[config.mk]
export PLATFORM = sky130hd
export DESIGN_NAME = apb_top_module
export DESIGN_NICKNAME = d
export VERILOG_FILES = /design/src/rtl/apb_top_module.sv
export SDC_FILE = /design/constraint.sdc
export NUM_CORES = 1
export LEC_CHECK = 0
export ABC_AREA = 1
export CORE_MARGIN = 1.5
export CORE_UTILIZATION = 50
export DETAILED_ROUTE_END_ITERATION = 6
export MAX_ROUTING_LAYER = met4
export PLACE_DENSITY = 0.63
export SLEW_MARGIN = 20
export SYNTH_ARGS = -nofsm -noshare
export SYNTH_HDL_FRONTEND = slang
export SYNTH_SLANG_ARGS = --single-unit
export TNS_END_PERCENT = 5
[constraint.sdc]
create_clock -name pclk -period 20.8 [get_ports pclk]
set_clock_uncertainty 0.15 [all_clocks]
set_input_delay 4.16 -clock pclk [delete_from_list [all_inputs] [get_ports pclk]]
set_output_delay 4.16 -clock pclk [all_outputs]
set_load 0.02 [all_outputs]
[src/rtl/apb_top_module.sv]
// apb_top_module
// Self-contained APB subsystem: a user-request-driven APB master FSM
// (IDLE -> SETUP -> ACCESS) talking to an internal APB slave that owns a
// byte-wide register memory of MEM_DEPTH locations.
//
// Ports:
//   pclk             system clock, all state changes on the rising edge
//   presetn          asynchronous reset, ACTIVE-HIGH despite the legacy name
//   read_write       1 = write request, 0 = read request
//   transfer         request valid, level-sensitive (hold high for back-to-back)
//   apb_write_paddr  target address used for write requests
//   apb_read_paddr   target address used for read requests
//   apb_write_data   write data
//   pready           transfer-complete strobe, high in the completing ACCESS cycle
//   pslaverr         error flag, only ever high together with pready
//   prdata           registered data of the last read completion
//
// Optional feature (macro APB_WAIT_STATE_EN):
//   When defined, the slave inserts exactly one wait state per transfer, so
//   each transfer takes SETUP + two ACCESS cycles. When undefined, the slave
//   is zero-wait-state and each transfer takes SETUP + one ACCESS cycle.

module apb_top_module #(
    parameter int ADDR_WIDTH = 8,
    parameter int DATA_WIDTH = 8,
    parameter int MEM_DEPTH  = 64
) (
    input  logic                  pclk,
    input  logic                  presetn,
    input  logic                  read_write,
    input  logic                  transfer,
    input  logic [ADDR_WIDTH-1:0] apb_write_paddr,
    input  logic [ADDR_WIDTH-1:0] apb_read_paddr,
    input  logic [DATA_WIDTH-1:0] apb_write_data,
    output logic                  pready,
    output logic                  pslaverr,
    output logic [DATA_WIDTH-1:0] prdata
);

    localparam int MEM_AW = (MEM_DEPTH > 1) ? $clog2(MEM_DEPTH) : 1;

    // One extra bit so MEM_DEPTH itself is representable even when it equals
    // 2**ADDR_WIDTH.
    localparam logic [ADDR_WIDTH:0] DEPTH_LIMIT = MEM_DEPTH[ADDR_WIDTH:0];

    typedef enum logic [1:0] {
        IDLE,
        SETUP,
        ACCESS
    } state_t;

    state_t state, next_state;

    logic                  psel;
    logic                  penable;
    logic                  capture;
    logic                  pwrite;
    logic [ADDR_WIDTH-1:0] paddr;
    logic [DATA_WIDTH-1:0] pwdata;
    logic                  addr_err;
    logic                  complete;
    logic [MEM_AW-1:0]     mem_idx;

    logic [DATA_WIDTH-1:0] mem [0:MEM_DEPTH-1];

    // State register.
    always_ff @(posedge pclk or posedge presetn) begin
        if (presetn) begin
            state <= IDLE;
        end else begin
            state <= next_state;
        end
    end

    // Next-state logic and the master's APB control strobes. A new request is
    // captured whenever we enter SETUP, either from IDLE or straight out of a
    // completing ACCESS cycle, which gives back-to-back transfers without an
    // IDLE gap.
    always_comb begin
        next_state = state;
        psel       = 1'b0;
        penable    = 1'b0;
        capture    = 1'b0;
        case (state)
            IDLE: begin
                if (transfer) begin
                    next_state = SETUP;
                    capture    = 1'b1;
                end
            end
            SETUP: begin
                psel       = 1'b1;
                next_state = ACCESS;
            end
            ACCESS: begin
                psel    = 1'b1;
                penable = 1'b1;
                if (pready) begin
                    if (transfer) begin
                        next_state = SETUP;
                        capture    = 1'b1;
                    end else begin
                        next_state = IDLE;
                    end
                end
            end
            default: begin
                next_state = IDLE;
            end
        endcase
    end

    // Request capture. The address mux picks the write or read address based
    // on the request direction; nothing changes again until the next capture,
    // so the user side may move its inputs freely while a transfer is in flight.
    always_ff @(posedge pclk or posedge presetn) begin
        if (presetn) begin
            pwrite <= 1'b0;
            paddr  <= '0;
            pwdata <= '0;
        end else if (capture) begin
            pwrite <= read_write;
            paddr  <= read_write ? apb_write_paddr : apb_read_paddr;
            pwdata <= apb_write_data;
        end
    end

`ifdef APB_WAIT_STATE_EN
    logic wait_done;

    // Set during the first ACCESS cycle so the second one completes; cleared
    // again as soon as that completing cycle has passed.
    always_ff @(posedge pclk or posedge presetn) begin
        if (presetn) begin
            wait_done <= 1'b0;
        end else begin
            wait_done <= (state == ACCESS) && !wait_done;
        end
    end

    assign pready = (state == ACCESS) && wait_done;
`else
    assign pready = (state == ACCESS);
`endif

    assign addr_err = ({1'b0, paddr} >= DEPTH_LIMIT);
    assign pslaverr = pready & addr_err;
    assign complete = psel & penable & pready;

    // Only used when addr_err is low, so the dropped upper bits are zero.
    assign mem_idx  = paddr[MEM_AW-1:0];

    // Slave memory and read-data register. Out-of-range writes are dropped and
    // out-of-range reads return zero; prdata only moves on read completions.
    always_ff @(posedge pclk or posedge presetn) begin
        if (presetn) begin
            for (int i = 0; i < MEM_DEPTH; i++) begin
                mem[i] <= '0;
            end
            prdata <= '0;
        end else if (complete) begin
            if (pwrite) begin
                if (!addr_err) begin
                    mem[mem_idx] <= pwdata;
                end
            end else begin
                prdata <= addr_err ? '0 : mem[mem_idx];
            end
        end
    end

endmodule

Word level (Yosys, flattened, before mapping)

Cells that the tools add are included.

Register bits after elaboration: 539

Reduce and logical (&&, ||, !) cells: 6
Muxes and demuxes: 15
Eq/ne operators: 3
Bitwise operators: 6
Order comparisons: 3

Operators by type and width:

| cell                                                        | count |
|---|---|
| bitwise mux 512 bit                                         | 1 |
| binary-select mux 8 bit (select 6 bit)                      | 1 |
| demux 8 bit (select 6 bit)                                  | 1 |
| 2-to-1 mux 8 bit                                            | 5 |
| >= comparator 8 x 7 -> 1 bit (second input constant)        | 1 |
| >= comparator 7 bit (second input constant)                 | 1 |
| less-than comparator 7 x 1 -> 1 bit (second input constant) | 1 |
| NOT 6 -> 7 bit                                              | 1 |
| one-hot mux 2 bit (3 select lines)                          | 1 |
| 2-to-1 mux 1 bit                                            | 5 |
| OR reduction 2 bit                                          | 2 |
| bitwise AND 1 bit                                           | 3 |
| AND reduction 3 bit                                         | 1 |
| == test 2 x 1 -> 1 bit (second input constant)              | 1 |
| == test 2 bit (second input constant)                       | 1 |
| zero test 2 bit                                             | 1 |
| 2-to-1 mux 2 bit                                            | 1 |
| != test 2 bit (second input constant)                       | 1 |
| NOT 1 bit                                                   | 2 |
| AND reduction 2 bit                                         | 1 |
| logical AND 1 bit                                           | 1 |

Logic depth before layout (Yosys ltp)

Depth after elaboration: 6
Depth in mapped cells: 16
Gate-level depth less buffers: 13

Worst setup path after synthesis

Ideal clock, no wire load.

Path kind: in2reg
Start point: input port read_write
End point: register paddr[6]
Arrival: 4.814 ns
Required time: 20.526 ns
Library setup time: 0.124 ns
Buffers on the path: 1
Path slack: 15.712 ns
Stages on the path: 4
Cell sequence: clkbuf_1 > clkinv_1 > a21oi_1 > a21oi_1

Word-level cells in the longest chain between the ends: 1

Ends and longest elaborated chain:

| element              | RTL line | text |
|---|---|---|
| from (decl)          | 30       | `input logic read_write,` |
| 2-to-1 mux 8 bit     | 123      | `paddr <= read_write ? apb_write_paddr : apb_read_paddr;` |
| to (signal assigned) | 123      |  |
| to (decl)            | 58       | `logic [ADDR_WIDTH-1:0] paddr;` |

Every way passes these cells.
A chain may end at the register's enable or synchronous reset.

==> impl_metrics.tcl <==
set metrics [dict create \
    num_vias 21810 \
    switchingPower_uw 648.1 \
    crit_top_cell "buf_4" \
    slowest_stage "buf_4" \
    grt-ovfl-total 0 \
    cts-resized-gates 0 \
    syn_area_sq_um 25240 \
    drive_above_1_share_pct 4.732 \
    grt_start_max_net_pins 121 \
    grtUsageMet1_pct 42.47 \
    grt_pass1_wl_um 115600 \
    crit_chain "clkdlybuf4s50_1 -> inv_8 -> buf_4 -> buf_4 -> buf_4 -> buf_6" \
    cp-start-kind "primary input" \
    post-route-period-util_pct 37.78 \
    fin_util_pct 55.63 \
    synthArstFlopShare_pct 100.0 \
    root_buffer "clkbuf_16" \
    dieArea_sq_um 51840 \
    hold_viol 0 \
    initial_utilization_pct 50.52 \
    setup_viol 0 \
    drcViolationCount 0 \
    status "finished clean" \
    wire_per_inst_um 18.12 \
    drv_slew 0 \
    yosysWarnings 0 \
    slowest_delay_ns 0.86 \
    synth_cell_types 21 \
    fp-row-count 82 \
    wl_um 73060 \
    seqPwrFrac_pct 45.7 \
    grt_use_met2_pct 44.68 \
    cts.path.max_buffers 3 \
    tightest_slew_ns 1.193 \
    clkSinkCount 539 \
    pin_count 38 \
    coreArea_sq_um 49970 \
    synthTopCellsByArea "dfrtp_1 53%, nand2_1 30%, o21ai_0 10%" \
    first_pass_iters 6 \
    clk_latency_ns 0.63 \
    yosys_register_bits 539 \
    track_usage_pct 29.81 \
    comb_power_share_pct 9.8 \
    synth-main-ff-cell "dfrtp_1" \
    dp_hpwl_um 42950 \
    ir_drop_v 0.00006303 \
    postRouteAntennaNets 0 \
    via_per_inst 5.408 \
    avgSynthCellArea_sq_um 7.391 \
    clk_pin_slew_ns 0.06 \
    synth_top_area_share_pct 53.44 \
    place_inst 3927 \
    cp.arrival_ns 8.32 \
    antenna_found_initial 0 \
    die_w_um 227.7 \
    crit_type "primary input to async pin" \
    postCtsSetupRepairBufs 0 \
    fin_crit_ns 7.859 \
    drtIter0Drc 2313 \
    die_h_um 227.7 \
    syn_nets 3443 \
    ctsHoldBuffers 0 \
    cts_made_buffers 57 \
    grt_use_met3_pct 4.242 \
    rsz0062_at_grt "no" \
    p_int_mw 1.732 \
    hold_ws_ns 0.2836 \
    power.leakage_nw 14.08 \
    finalNonFillerCells 4032 \
    grt_pass1_vias 20200 \
    seq_area_frac_synth_pct 53.44 \
    p_per_area_nw_per_um2 85.63 \
    cp_top_family "buffers and inverters" \
    setup_tns_ns 0 \
    yosysMostFrequentCell "nand2_1" \
    min_path_type "flop to flop" \
    crit_fanout 120 \
    clkPwrFrac_pct 44.5 \
    port-buffer-count 37 \
    layout.nets 3342 \
    crit_path_end_kind "async pin" \
    gp_congestion 0.8727 \
    cp_num_buf_inv 6 \
    top_usage_layer "met2" \
    synth_top_cell_by_area "dfrtp_1" \
    diodes 0 \
    slew_headroom_pct 19.85 \
    swShare_pct 27.23 \
    cts_htree_levels 2 \
    required_ns 21.26 \
    cts_tree "yes" \
    synth-edff-count 0 \
    area_growth_pct 10.12 \
    syn_inst 3415 \
    clock.fmax_ghz 0.1272 \
    cap_violations 0 \
    synth_common_cells "1,996 x nand2_1, 539 x dfrtp_1, 527 x o21ai_0, 177 x clkbuf_1, 45 x buf_2" \
]
==> kinds of logic after synthesis <==
family	Yosys count	synth area share, %
AO/OA/AOI/OAI	551	11.02
buffers and inverters	262	4.164
flip-flops	539	53.44
AND/OR/NAND/NOR	2063	31.38
==> layout by cell type, fill, tap and decap left out, types with 6 or more instances in the layout <==
master	count
clkbuf_8	22
dfrtp_1	536
inv_2	9
clkdlybuf4s50_1	37
buf_4	31
inv_1	19
nor4_4	6
nor3_2	6
nor2_1	38
clkbuf_1	15
o21ai_0	527
nand2_1	1996
clkbuf_16	59
or2_2	6
o211ai_1	7
o22ai_1	6
o21ai_1	7
==> layout make-up <==
class / count / area (sq um)
clock inverter: 9 / 123.9
sequential: 539 / 13500
multi-input combinational: 2614 / 10730
inverter: 32 / 140.1
clock buffer: 96 / 1836
fill: 4768 / 22170
timing repair buffer: 70 / 625.6
tap: 672 / 840.8
==> sequential cells by signal (all words and copies together) (netlist names) <==
name and count:
mem 512, pwdata 8, pwrite 1, prdata 8, state 2, paddr 8
==> power groups by stage <==
stage                     Clock [mW]  Combinational (mW)  Sequential, mW
after global placement             0               0.230            1.11
after detailed placement           0               0.231            1.11
after CTS                       1.07               0.232            1.09
after global routing            1.11               0.252            1.09
final                           1.06               0.233            1.09
after floorplan                    0               0.154            1.09
==> worst paths after layout <==
path | startpoint | endpoint | slack, ns | depth (start not counted)
max | presetn | paddr[1]$_DFFE_PP0P_ | 12.94 | 6
min | state[1]$_DFFE_PP0P_ | state[1]$_DFFE_PP0P_ | 0.28 | 1
max reg2reg | paddr[0]$_DFFE_PP0P_ | prdata[1]$_DFFE_PP0P_ | 16.81 | 14
min reg2reg | state[1]$_DFFE_PP0P_ | state[1]$_DFFE_PP0P_ | 0.28 | 1
max in group pclk | paddr[6]$_DFFE_PP0P_ | pslaverr | 14.61 | 3
min in group asynchronous | presetn | mem[508]$_DFFE_PP0P_ | 3.92 | 2
==> per-stage QoR <==
stage	cell area [sq um]	worst slack [ns]	power [mW]
final	27800	12.94	2.380
after global routing	27800	12.25	2.456
after CTS	27790	12.26	2.390
after detailed placement	25830	11.60	1.338
after global placement	25830	11.70	1.337
after floorplan	25240	1.425	1.246
==> per-layer routing <==
layer  part of all wire (%)  vias up
li1                       -    10470
met1                     46    10500
met4                    2.4        0
met3                    6.9      107
met2                     45      723
met5                      0        -
Note: power is estimated with default switching activity, not from simulation.
